**src/rtl/bram_bist_pkg.sv**
```systemverilog
// rtl/bram_bist_pkg.sv - shared types and pattern constants for the BRAM self-test sequencer
package bram_bist_pkg;

    typedef enum logic [2:0] {
        ST_IDLE,
        ST_W0,
        ST_R0,
        ST_W1,
        ST_R1,
        ST_DONE
    } state_e;

    typedef enum logic [1:0] {
        MODE_ADDR    = 2'd0,
        MODE_CHECKER = 2'd1,
        MODE_ONES    = 2'd2,
        MODE_XOR     = 2'd3
    } mode_e;

    // Repeating units; the pattern generator replicates and truncates them to the word width.
    localparam logic [1:0]  CHECKER_UNIT = 2'b10;
    localparam logic [15:0] XOR_UNIT     = 16'hA5A5;

    function automatic int unit_reps(input int width, input int unit_w);
        return (width + unit_w - 1) / unit_w;
    endfunction

endpackage

```
**src/rtl/bram_bist_if.sv**
```systemverilog
// rtl/bram_bist_if.sv - true dual-port BRAM port bundle driven by the self-test sequencer
interface bram_bist_if #(
    parameter int DATA_WIDTH = 16,
    parameter int ADDR_WIDTH = 10
);
    logic [DATA_WIDTH-1:0] data_a;
    logic [DATA_WIDTH-1:0] data_b;
    logic [ADDR_WIDTH-1:0] addr_a;
    logic [ADDR_WIDTH-1:0] addr_b;
    logic                  we_a;
    logic                  we_b;
    logic [DATA_WIDTH-1:0] q_a;
    logic [DATA_WIDTH-1:0] q_b;

    modport master (
        output data_a, data_b, addr_a, addr_b, we_a, we_b,
        input  q_a, q_b
    );

    modport slave (
        input  data_a, data_b, addr_a, addr_b, we_a, we_b,
        output q_a, q_b
    );
endinterface

```
**src/rtl/bram_bist_pattern.sv**
```systemverilog
// rtl/bram_bist_pattern.sv - combinational test pattern P(addr, mode), optionally inverted
module bram_bist_pattern
    import bram_bist_pkg::*;
#(
    parameter int DATA_WIDTH = 16,
    parameter int ADDR_WIDTH = 10
) (
    input  logic [ADDR_WIDTH-1:0] addr,
    input  logic [1:0]            mode,
    input  logic                  invert,
    output logic [DATA_WIDTH-1:0] pattern
);
    localparam int CHK_REPS = unit_reps(DATA_WIDTH, 2);
    localparam int XOR_REPS = unit_reps(DATA_WIDTH, 16);
    localparam logic [2*CHK_REPS-1:0]  CHK_FULL = {CHK_REPS{CHECKER_UNIT}};
    localparam logic [16*XOR_REPS-1:0] XOR_FULL = {XOR_REPS{XOR_UNIT}};
    localparam logic [DATA_WIDTH-1:0]  CHK_SEED = CHK_FULL[DATA_WIDTH-1:0];
    localparam logic [DATA_WIDTH-1:0]  XOR_SEED = XOR_FULL[DATA_WIDTH-1:0];

    logic [DATA_WIDTH-1:0] addr_ext;
    logic [DATA_WIDTH-1:0] base;

    always_comb begin
        addr_ext = DATA_WIDTH'(addr);
        base     = '0;
        case (mode_e'(mode))
            MODE_ADDR:    base = addr_ext;
            MODE_CHECKER: base = addr[0] ? ~CHK_SEED : CHK_SEED;
            MODE_ONES:    base = '1;
            MODE_XOR:     base = addr_ext ^ XOR_SEED;
            default:      base = '0;
        endcase
        pattern = invert ? ~base : base;
    end
endmodule

```
**src/rtl/bram_bist.sv**
```systemverilog
// rtl/bram_bist.sv - four-phase march sequencer over both BRAM ports with latency-matched compare
module bram_bist
    import bram_bist_pkg::*;
#(
    parameter int DATA_WIDTH = 16,
    parameter int ADDR_WIDTH = 10,
    parameter int RD_LATENCY = 1,
    parameter int ERR_WIDTH  = 8
) (
    input  logic                  clk,
    input  logic                  reset,
    input  logic                  start,
    input  logic [1:0]            mode,
    bram_bist_if.master           ram,
    output logic                  busy,
    output logic                  done,
    output logic                  pass,
    output logic [ERR_WIDTH-1:0]  err_count,
    output logic [ADDR_WIDTH-1:0] err_addr
);
    localparam int              K_W      = (ADDR_WIDTH > 1) ? ADDR_WIDTH - 1 : 1;
    localparam logic [K_W-1:0]  K_LAST   = K_W'((2 ** (ADDR_WIDTH - 1)) - 1);
    localparam logic [1:0]      DRN_LAST = 2'(RD_LATENCY);
    localparam int              L        = RD_LATENCY;

    state_e                state_q, state_d;
    logic [K_W-1:0]        k_q, k_d;
    logic [1:0]            drn_q, drn_d;
    logic [1:0]            mode_q, mode_d;
    logic                  go;

    logic [ADDR_WIDTH-1:0] addr_a_q, addr_a_d, addr_b_q, addr_b_d;
    logic [DATA_WIDTH-1:0] data_a_q, data_a_d, data_b_q, data_b_d;
    logic [DATA_WIDTH-1:0] exp_a_q, exp_a_d, exp_b_q, exp_b_d;
    logic                  we_q, we_d, rd_q, rd_d, inv_d;
    logic                  busy_q, busy_d, done_q, done_d, pass_q, pass_d;
    logic [ERR_WIDTH-1:0]  err_q, err_d;
    logic [ADDR_WIDTH-1:0] eaddr_q, eaddr_d;
    logic [DATA_WIDTH-1:0] pat_a, pat_b;

    logic [L-1:0]                 pv_a_q, pv_a_d, pv_b_q, pv_b_d;
    logic [L-1:0][DATA_WIDTH-1:0] pe_a_q, pe_a_d, pe_b_q, pe_b_d;
    logic [L-1:0][ADDR_WIDTH-1:0] pad_a_q, pad_a_d, pad_b_q, pad_b_d;
    logic                         mis_a, mis_b;
    logic [ERR_WIDTH:0]           err_sum;

    always_comb begin
        state_d = state_q;
        k_d     = k_q;
        drn_d   = drn_q;
        mode_d  = mode_q;
        go      = 1'b0;
        case (state_q)
            ST_IDLE, ST_DONE: begin
                if (start) begin
                    go      = 1'b1;
                    state_d = ST_W0;
                    k_d     = '0;
                    drn_d   = '0;
                    mode_d  = mode;
                end
            end
            ST_W0, ST_W1: begin
                if (k_q == K_LAST) begin
                    state_d = (state_q == ST_W0) ? ST_R0 : ST_R1;
                    k_d     = '0;
                end else begin
                    k_d = k_q + K_W'(1);
                end
            end
            ST_R0, ST_R1: begin
                // Drain cycles keep the last addresses on the ports while reads retire.
                if (drn_q == 2'd0) begin
                    if (k_q == K_LAST) drn_d = 2'd1;
                    else               k_d   = k_q + K_W'(1);
                end else if (drn_q == DRN_LAST) begin
                    drn_d   = '0;
                    k_d     = '0;
                    state_d = (state_q == ST_R0) ? ST_W1 : ST_DONE;
                end else begin
                    drn_d = drn_q + 2'd1;
                end
            end
            default: state_d = ST_IDLE;
        endcase
    end

    always_comb begin
        busy_d   = (state_d == ST_W0) || (state_d == ST_R0) || (state_d == ST_W1) || (state_d == ST_R1);
        we_d     = (state_d == ST_W0) || (state_d == ST_W1);
        rd_d     = ((state_d == ST_R0) || (state_d == ST_R1)) && (drn_d == 2'd0);
        inv_d    = (state_d == ST_W1) || (state_d == ST_R1);
        addr_a_d = busy_d ? ADDR_WIDTH'({k_d, 1'b0}) : '0;
        addr_b_d = busy_d ? ADDR_WIDTH'({k_d, 1'b1}) : '0;
    end

    bram_bist_pattern #(.DATA_WIDTH(DATA_WIDTH), .ADDR_WIDTH(ADDR_WIDTH)) u_pat_a (
        .addr(addr_a_d), .mode(mode_d), .invert(inv_d), .pattern(pat_a)
    );
    bram_bist_pattern #(.DATA_WIDTH(DATA_WIDTH), .ADDR_WIDTH(ADDR_WIDTH)) u_pat_b (
        .addr(addr_b_d), .mode(mode_d), .invert(inv_d), .pattern(pat_b)
    );

    always_comb begin
        data_a_d = we_d ? pat_a : '0;
        data_b_d = we_d ? pat_b : '0;
        exp_a_d  = rd_d ? pat_a : '0;
        exp_b_d  = rd_d ? pat_b : '0;

        pv_a_d[0]  = rd_q;
        pv_b_d[0]  = rd_q;
        pe_a_d[0]  = exp_a_q;
        pe_b_d[0]  = exp_b_q;
        pad_a_d[0] = addr_a_q;
        pad_b_d[0] = addr_b_q;
        for (int i = 1; i < L; i++) begin
            pv_a_d[i]  = pv_a_q[i-1];
            pv_b_d[i]  = pv_b_q[i-1];
            pe_a_d[i]  = pe_a_q[i-1];
            pe_b_d[i]  = pe_b_q[i-1];
            pad_a_d[i] = pad_a_q[i-1];
            pad_b_d[i] = pad_b_q[i-1];
        end

        mis_a   = pv_a_q[L-1] && (ram.q_a != pe_a_q[L-1]);
        mis_b   = pv_b_q[L-1] && (ram.q_b != pe_b_q[L-1]);
        err_sum = {1'b0, err_q} + (ERR_WIDTH+1)'(mis_a) + (ERR_WIDTH+1)'(mis_b);
        err_d   = err_sum[ERR_WIDTH] ? '1 : err_sum[ERR_WIDTH-1:0];

        // A zero count means nothing has failed yet, since the counter saturates instead of wrapping.
        eaddr_d = eaddr_q;
        if (err_q == '0) begin
            if (mis_a)      eaddr_d = pad_a_q[L-1];
            else if (mis_b) eaddr_d = pad_b_q[L-1];
        end
        if (go) begin
            err_d   = '0;
            eaddr_d = '0;
        end

        done_d = (state_d == ST_DONE);
        pass_d = done_d && (err_d == '0);
    end

    always_ff @(posedge clk or negedge reset) begin
        if (!reset) begin
            state_q  <= ST_IDLE;
            k_q      <= '0;
            drn_q    <= '0;
            mode_q   <= '0;
            addr_a_q <= '0;
            addr_b_q <= '0;
            data_a_q <= '0;
            data_b_q <= '0;
            exp_a_q  <= '0;
            exp_b_q  <= '0;
            we_q     <= 1'b0;
            rd_q     <= 1'b0;
            busy_q   <= 1'b0;
            done_q   <= 1'b0;
            pass_q   <= 1'b0;
            err_q    <= '0;
            eaddr_q  <= '0;
            pv_a_q   <= '0;
            pv_b_q   <= '0;
            pe_a_q   <= '0;
            pe_b_q   <= '0;
            pad_a_q  <= '0;
            pad_b_q  <= '0;
        end else begin
            state_q  <= state_d;
            k_q      <= k_d;
            drn_q    <= drn_d;
            mode_q   <= mode_d;
            addr_a_q <= addr_a_d;
            addr_b_q <= addr_b_d;
            data_a_q <= data_a_d;
            data_b_q <= data_b_d;
            exp_a_q  <= exp_a_d;
            exp_b_q  <= exp_b_d;
            we_q     <= we_d;
            rd_q     <= rd_d;
            busy_q   <= busy_d;
            done_q   <= done_d;
            pass_q   <= pass_d;
            err_q    <= err_d;
            eaddr_q  <= eaddr_d;
            pv_a_q   <= pv_a_d;
            pv_b_q   <= pv_b_d;
            pe_a_q   <= pe_a_d;
            pe_b_q   <= pe_b_d;
            pad_a_q  <= pad_a_d;
            pad_b_q  <= pad_b_d;
        end
    end

    assign ram.addr_a = addr_a_q;
    assign ram.addr_b = addr_b_q;
    assign ram.data_a = data_a_q;
    assign ram.data_b = data_b_q;
    assign ram.we_a   = we_q;
    assign ram.we_b   = we_q;
    assign busy       = busy_q;
    assign done       = done_q;
    assign pass       = pass_q;
    assign err_count  = err_q;
    assign err_addr   = eaddr_q;
endmodule

```
**src/flat_wrapper.sv**
```systemverilog
// flat-port wrapper written by rule: the top's interface ports become plain ports
module bram_bist_flat import bram_bist_pkg::*;
#(
    parameter int DATA_WIDTH = 16,
    parameter int ADDR_WIDTH = 10,
    parameter int RD_LATENCY = 1,
    parameter int ERR_WIDTH  = 8
)
  (clk, reset, start, mode, busy, done, pass, err_count, err_addr, ram_data_a, ram_data_b, ram_addr_a, ram_addr_b, ram_we_a, ram_we_b, ram_q_a, ram_q_b);
  bram_bist_if #(.DATA_WIDTH(DATA_WIDTH), .ADDR_WIDTH(ADDR_WIDTH)) ram_i ();
  input  logic clk;
  input  logic reset;
  input  logic start;
  input  logic [1:0] mode;
  output logic busy;
  output logic done;
  output logic pass;
  output logic [ERR_WIDTH-1:0] err_count;
  output logic [ADDR_WIDTH-1:0] err_addr;
  output wire logic [$bits(ram_i.data_a)-1:0] ram_data_a;
  output wire logic [$bits(ram_i.data_b)-1:0] ram_data_b;
  output wire logic [$bits(ram_i.addr_a)-1:0] ram_addr_a;
  output wire logic [$bits(ram_i.addr_b)-1:0] ram_addr_b;
  output wire logic [$bits(ram_i.we_a)-1:0] ram_we_a;
  output wire logic [$bits(ram_i.we_b)-1:0] ram_we_b;
  input wire logic [$bits(ram_i.q_a)-1:0] ram_q_a;
  input wire logic [$bits(ram_i.q_b)-1:0] ram_q_b;
  assign ram_data_a = ram_i.data_a;
  assign ram_data_b = ram_i.data_b;
  assign ram_addr_a = ram_i.addr_a;
  assign ram_addr_b = ram_i.addr_b;
  assign ram_we_a = ram_i.we_a;
  assign ram_we_b = ram_i.we_b;
  assign ram_i.q_a = ram_q_a;
  assign ram_i.q_b = ram_q_b;
  bram_bist #(.DATA_WIDTH(DATA_WIDTH), .ADDR_WIDTH(ADDR_WIDTH), .RD_LATENCY(RD_LATENCY), .ERR_WIDTH(ERR_WIDTH)) u_core (.clk(clk), .reset(reset), .start(start), .mode(mode), .ram(ram_i), .busy(busy), .done(done), .pass(pass), .err_count(err_count), .err_addr(err_addr));
endmodule
```
**config.mk**
```make
export PLATFORM = sky130hd
export DESIGN_NAME = bram_bist_flat
export DESIGN_NICKNAME = d
export VERILOG_FILES = /design/src/rtl/bram_bist_pkg.sv /design/src/rtl/bram_bist_if.sv /design/src/rtl/bram_bist_pattern.sv /design/src/rtl/bram_bist.sv /design/src/flat_wrapper.sv
export SDC_FILE = /design/constraint.sdc
export NUM_CORES = 1
export LEC_CHECK = 0
export ABC_AREA = 1
export BUFFER_PORTS_ARGS = -buffer_cell sky130_fd_sc_hd__buf_2
export CAP_MARGIN = 40
export CELL_PAD_IN_SITES_DETAIL_PLACEMENT = 0
export CELL_PAD_IN_SITES_GLOBAL_PLACEMENT = 1
export CORE_AREA = 5 5 148 150
export CTS_BUF_LIST = sky130_fd_sc_hd__clkbuf_4
export CTS_CLUSTER_SIZE = 16
export DETAILED_ROUTE_END_ITERATION = 8
export DIE_AREA = 0 0 153 155
export PLACE_DENSITY = 0.75
export SYNTH_ARGS = -nofsm -noshare
export SYNTH_HDL_FRONTEND = slang
export SYNTH_HIERARCHICAL = 1
export SYNTH_SLANG_ARGS = --single-unit
export TNS_END_PERCENT = 30
```
**constraint.sdc**
```tcl
create_clock -name clk -period 5.05 [get_ports clk]
set_clock_uncertainty 0.2 [all_clocks]
set_input_delay 0.2525 -clock clk [delete_from_list [all_inputs] [get_ports clk]]
set_output_delay 0.2525 -clock clk [all_outputs]
set_load 0.01 [all_outputs]
```
==> out/qor.tcl <==
set qor(outcome) {finished clean}
set qor(drc) 0
set qor(timing.final.setup_violations) 0
set qor(avgSynthCellArea_um2) 8.25
set qor(cts_htree_levels) 4
set qor(dr_vias_cell) 4.41
set qor(start_kind) {register}
set qor(buffer_ports.inserted) 110
set qor(mapped_cells) 874
set qor(ys.flop_type) {sky130_fd_sc_hd__dfrtp_1}
set qor(cts-buffers-inserted) 17
set qor(post_drt_wl_per_cell_um) 12.8
set qor(post_synth_instance_area_mm2) 0.00721
set qor(area_growth_syn_to_layout_pct) 15.2
set qor(met3_track_demand_over_resource) 0.0362
set qor(yosys_warnings) 6
set qor(routabilityCongestion) 0.867
set qor(synth.distinct_cells) 34
set qor(period_share) 0.750
set qor(cts.hold.buffers_added) 4
set qor(grt_use_met2) 0.234
set qor(hold_class) {register to register}
set qor(ratio_of_cells_with_drive_above_1_in_the_final_layout) 0.200
set qor(final.hold.worst_slack_ps) 146
set qor(firstDrtPassIters) 4
set qor(via_count) 5608
set qor(synth.largest_area_cell) {sky130_fd_sc_hd__dfrtp_1}
set qor(grt_remaining_overflow) 0
set qor(crit_path_kind) {register to register}
set qor(worst-path-max-fanout) 14
set qor(setup_tns_ps) 0
set qor(clock_latency_ps) 550
set qor(floorplan.initialDensity) 0.351
set qor(grt_usage) 0.141
set qor(synth_xor_xnor_area_share) 0.0219
set qor(cts_max_path_buffers) 2
set qor(ys_top_cells_by_count) {sky130_fd_sc_hd__nand2_1 (237), sky130_fd_sc_hd__dfrtp_1 (155), sky130_fd_sc_hd__inv_1 (138)}
set qor(max_cap_viol_count) 0
set qor(pwr_density_cell_mw_per_mm2) 291
set qor(dieWidth_um) 153
set qor(synth_adder_area_share) 0.0115
set qor(tritoncts_num_sinks) 155
set qor(nNetsFinal) 1026
set qor(maximum_number_of_pins_on_one_net_before_global_route_repair) 66
set qor(core_mm2) 0.0206
set qor(cts-root-buf) {sky130_fd_sc_hd__clkbuf_4}
set qor(groute.layer.met1.usage) 0.179
set qor(min_cycle_time_layout_ps) 3790
set qor(synthArstFlopShare) 1.00
set qor(dpl_wire_length_um) 12100
set qor(worst-slew-pin-transition_ps) 808
set qor(cp.required_ps) 5330
set qor(share_of_synthesized_area_spent_on_multiplexers) 0
set qor(route.final.wire_length_um) 16200
set qor(cts_setup_buffers) 0
set qor(globalRoute.busiestLayer) {met2}
set qor(post_cts.resized_instances) 0
set qor(finish.instance_area_mm2) 0.00831
set qor(most_frequently_used_cell_type_in_the_post_synthesis_netlist) {sky130_fd_sc_hd__nand2_1}
set qor(unrepaired_setup_endpoints_after_global_routing) {false}
set qor(die_y_um) 155
set qor(top_level_ports) 112
set qor(count_of_antenna_violating_nets_left_after_detailed_routing) 0
set qor(initialDrtViolationCount) 381
set qor(clkSlewWorstSetupHoldPaths_ps) 140
set qor(end_kind) {register}
set qor(count_of_flip_flops_with_a_built_in_enable_after_synthesis) 0
set qor(synth_simple_gate_area_share) 0.287
set qor(peakVddDrop_v) 0.000112
set qor(dpl_cell_area_mm2) 0.00796
set qor(worst-endpoint-arrival_ps) 4070
set qor(number_of_antenna_violations_at_the_first_check_in_global_routing) 1
set qor(grt_first_pass_wirelength_um) 26900
set qor(synth_seq_area_share) 0.538
set qor(main_combinational_cell_family_by_area_after_synthesis) {simple AND/OR/NAND/NOR gates}
set qor(achievable-frequency_mhz) 264
set qor(num_rows) 53
set qor(number_of_global_route_vias_before_repair) 5478
set qor(final_count_of_pins_violating_max_slew) 0
set qor(finalHoldViolCount) 0
set qor(floorplan.die_area_mm2) 0.0237
set qor(post-route-util) 0.404
set qor(cellLeakagePower_uw) 0.00474
set qor(area_share_of_the_largest_cell_type_after_synthesis) 0.538
set qor(max-slew-margin-rel) 0.457
set qor(yosys-top-cells-area) {sky130_fd_sc_hd__dfrtp_1 (54%), sky130_fd_sc_hd__nand2_1 (12%), sky130_fd_sc_hd__inv_1 (7.2%), sky130_fd_sc_hd__nor2_1 (5.2%), sky130_fd_sc_hd__nand3_1 (4.1%)}
set qor(synth-compound-area-share) 0.0342
set qor(cts_tree) {done}
set qor(number_of_synthesized_register_bits) 155
## sequential cells by signal, indices dropped and copies added (netlist names)
| register | count |
|---|---|
| u_core/done | 1 |
| u_core/drn_q | 2 |
| u_core/err_addr | 10 |
| u_core/err_count | 8 |
| u_core/exp_a_q | 16 |
| u_core/exp_b_q | 16 |
| u_core/k_q | 9 |
| u_core/mode_q | 2 |
| u_core/pad_a_q | 1 |
| u_core/pad_b_q | 9 |
| u_core/pass | 1 |
| u_core/pe_a_q | 16 |
| u_core/pe_b_q | 16 |
| u_core/pv_a_d | 1 |
| u_core/pv_b_q | 1 |
| u_core/ram.addr_b | 10 |
| u_core/ram.data_a | 16 |
| u_core/ram.data_b | 16 |
| u_core/ram.we_a | 1 |
| u_core/state_q | 3 |
## cells by family (layout without fill, tap and decap cells)
logic type               Yosys count  in the layout
AND/OR/NAND/NOR                  472            472
other                              1              6
flip-flops                       155            155
adder cells (fa/ha/maj)            6              6
AO/OA/AOI/OAI                     44             44
XOR/XNOR                          18             18
buffers and inverters            178            297
## layout by cell type (no fill, tap or decap), types with 3 or more instances in the layout
cell	count
sky130_fd_sc_hd__dfrtp_1	155
sky130_fd_sc_hd__conb_1	4
sky130_fd_sc_hd__nand3_1	59
sky130_fd_sc_hd__buf_4	4
sky130_fd_sc_hd__buf_2	111
sky130_fd_sc_hd__nand3_2	5
sky130_fd_sc_hd__nand2_1	237
sky130_fd_sc_hd__clkbuf_4	17
sky130_fd_sc_hd__inv_2	5
sky130_fd_sc_hd__inv_6	7
sky130_fd_sc_hd__xor2_1	18
sky130_fd_sc_hd__ha_1	5
sky130_fd_sc_hd__nand3b_1	5
sky130_fd_sc_hd__inv_1	138
sky130_fd_sc_hd__nand4_1	22
sky130_fd_sc_hd__nor2_1	100
sky130_fd_sc_hd__dlygate4sd3_1	3
sky130_fd_sc_hd__a31oi_1	3
sky130_fd_sc_hd__o21ai_0	26
sky130_fd_sc_hd__nand2_2	4
sky130_fd_sc_hd__nor2_2	31
sky130_fd_sc_hd__o21ai_1	5
## worst max-delay path, cell delays in order, from the launching register on
cell,delay (ps)
sky130_fd_sc_hd__dfrtp_1,420
sky130_fd_sc_hd__ha_1,220
sky130_fd_sc_hd__nand2_1,100
sky130_fd_sc_hd__nor2_1,150
sky130_fd_sc_hd__nand3_1,100
sky130_fd_sc_hd__nor2_1,150
sky130_fd_sc_hd__ha_1,340
sky130_fd_sc_hd__nand2_1,110
sky130_fd_sc_hd__o21ai_0,160
sky130_fd_sc_hd__a21oi_1,100
sky130_fd_sc_hd__or2_2,320
sky130_fd_sc_hd__nand2_1,370
sky130_fd_sc_hd__buf_4,300
sky130_fd_sc_hd__inv_1,210
sky130_fd_sc_hd__xor2_1,260
sky130_fd_sc_hd__inv_1,90
sky130_fd_sc_hd__nor2_1,120
## power breakdown
part / total (µW) / internal [µW] / switching [µW]
clock network: 771 / 305 / 466
logic: 288 / 112 / 176
registers: 1360 / 1310 / 50.9
## layer usage
layer,vias up,routed length [µm]
li1,2866,-
met1,2619,7450
met2,99,7900
met3,24,579
met4,0,317
met5,-,0
## area by class of cell
| class | count | area, µm² |
|---|---|---|
| diodes | 2 | 5.00 |
| clock buffers | 17 | 128 |
| clock inverters | 15 | 161 |
| fillers | 2140 | 12300 |
| inverters | 143 | 537 |
| multi-input cells | 544 | 2570 |
| flip-flops and latches | 155 | 3880 |
| well taps | 275 | 344 |
| repair buffers | 122 | 682 |
## per-stage QoR
step	setup WS, ps	instances	power, µW
floorplan	1980	877	1560
global placement	1400	1231	1670
detailed placement	1320	1235	1680
CTS	1250	1271	2460
global route	931	1272	2570
finish	1260	1273	2420
## final timing paths
| kind | from | end | slack, ps | cells after the start |
|---|---|---|---|---|
| worst max-delay path | u_core/k_q[1] | u_core/ram.data_b[12] | 1260 | 16 |
| worst min-delay path | u_core/exp_a_q[14] | u_core/pe_a_q[14] | 150 | 0 |
| worst min register to register | u_core/exp_a_q[14] | u_core/pe_a_q[14] | 150 | 0 |
| worst max register to register | u_core/k_q[1] | u_core/ram.data_b[12] | 1260 | 16 |
| max in group asynchronous | reset | u_core/exp_a_q[0] | 3320 | 4 |
| min in group asynchronous | reset | u_core/pe_b_q[11] | 530 | 4 |
(Power assumes the default switching activity.)
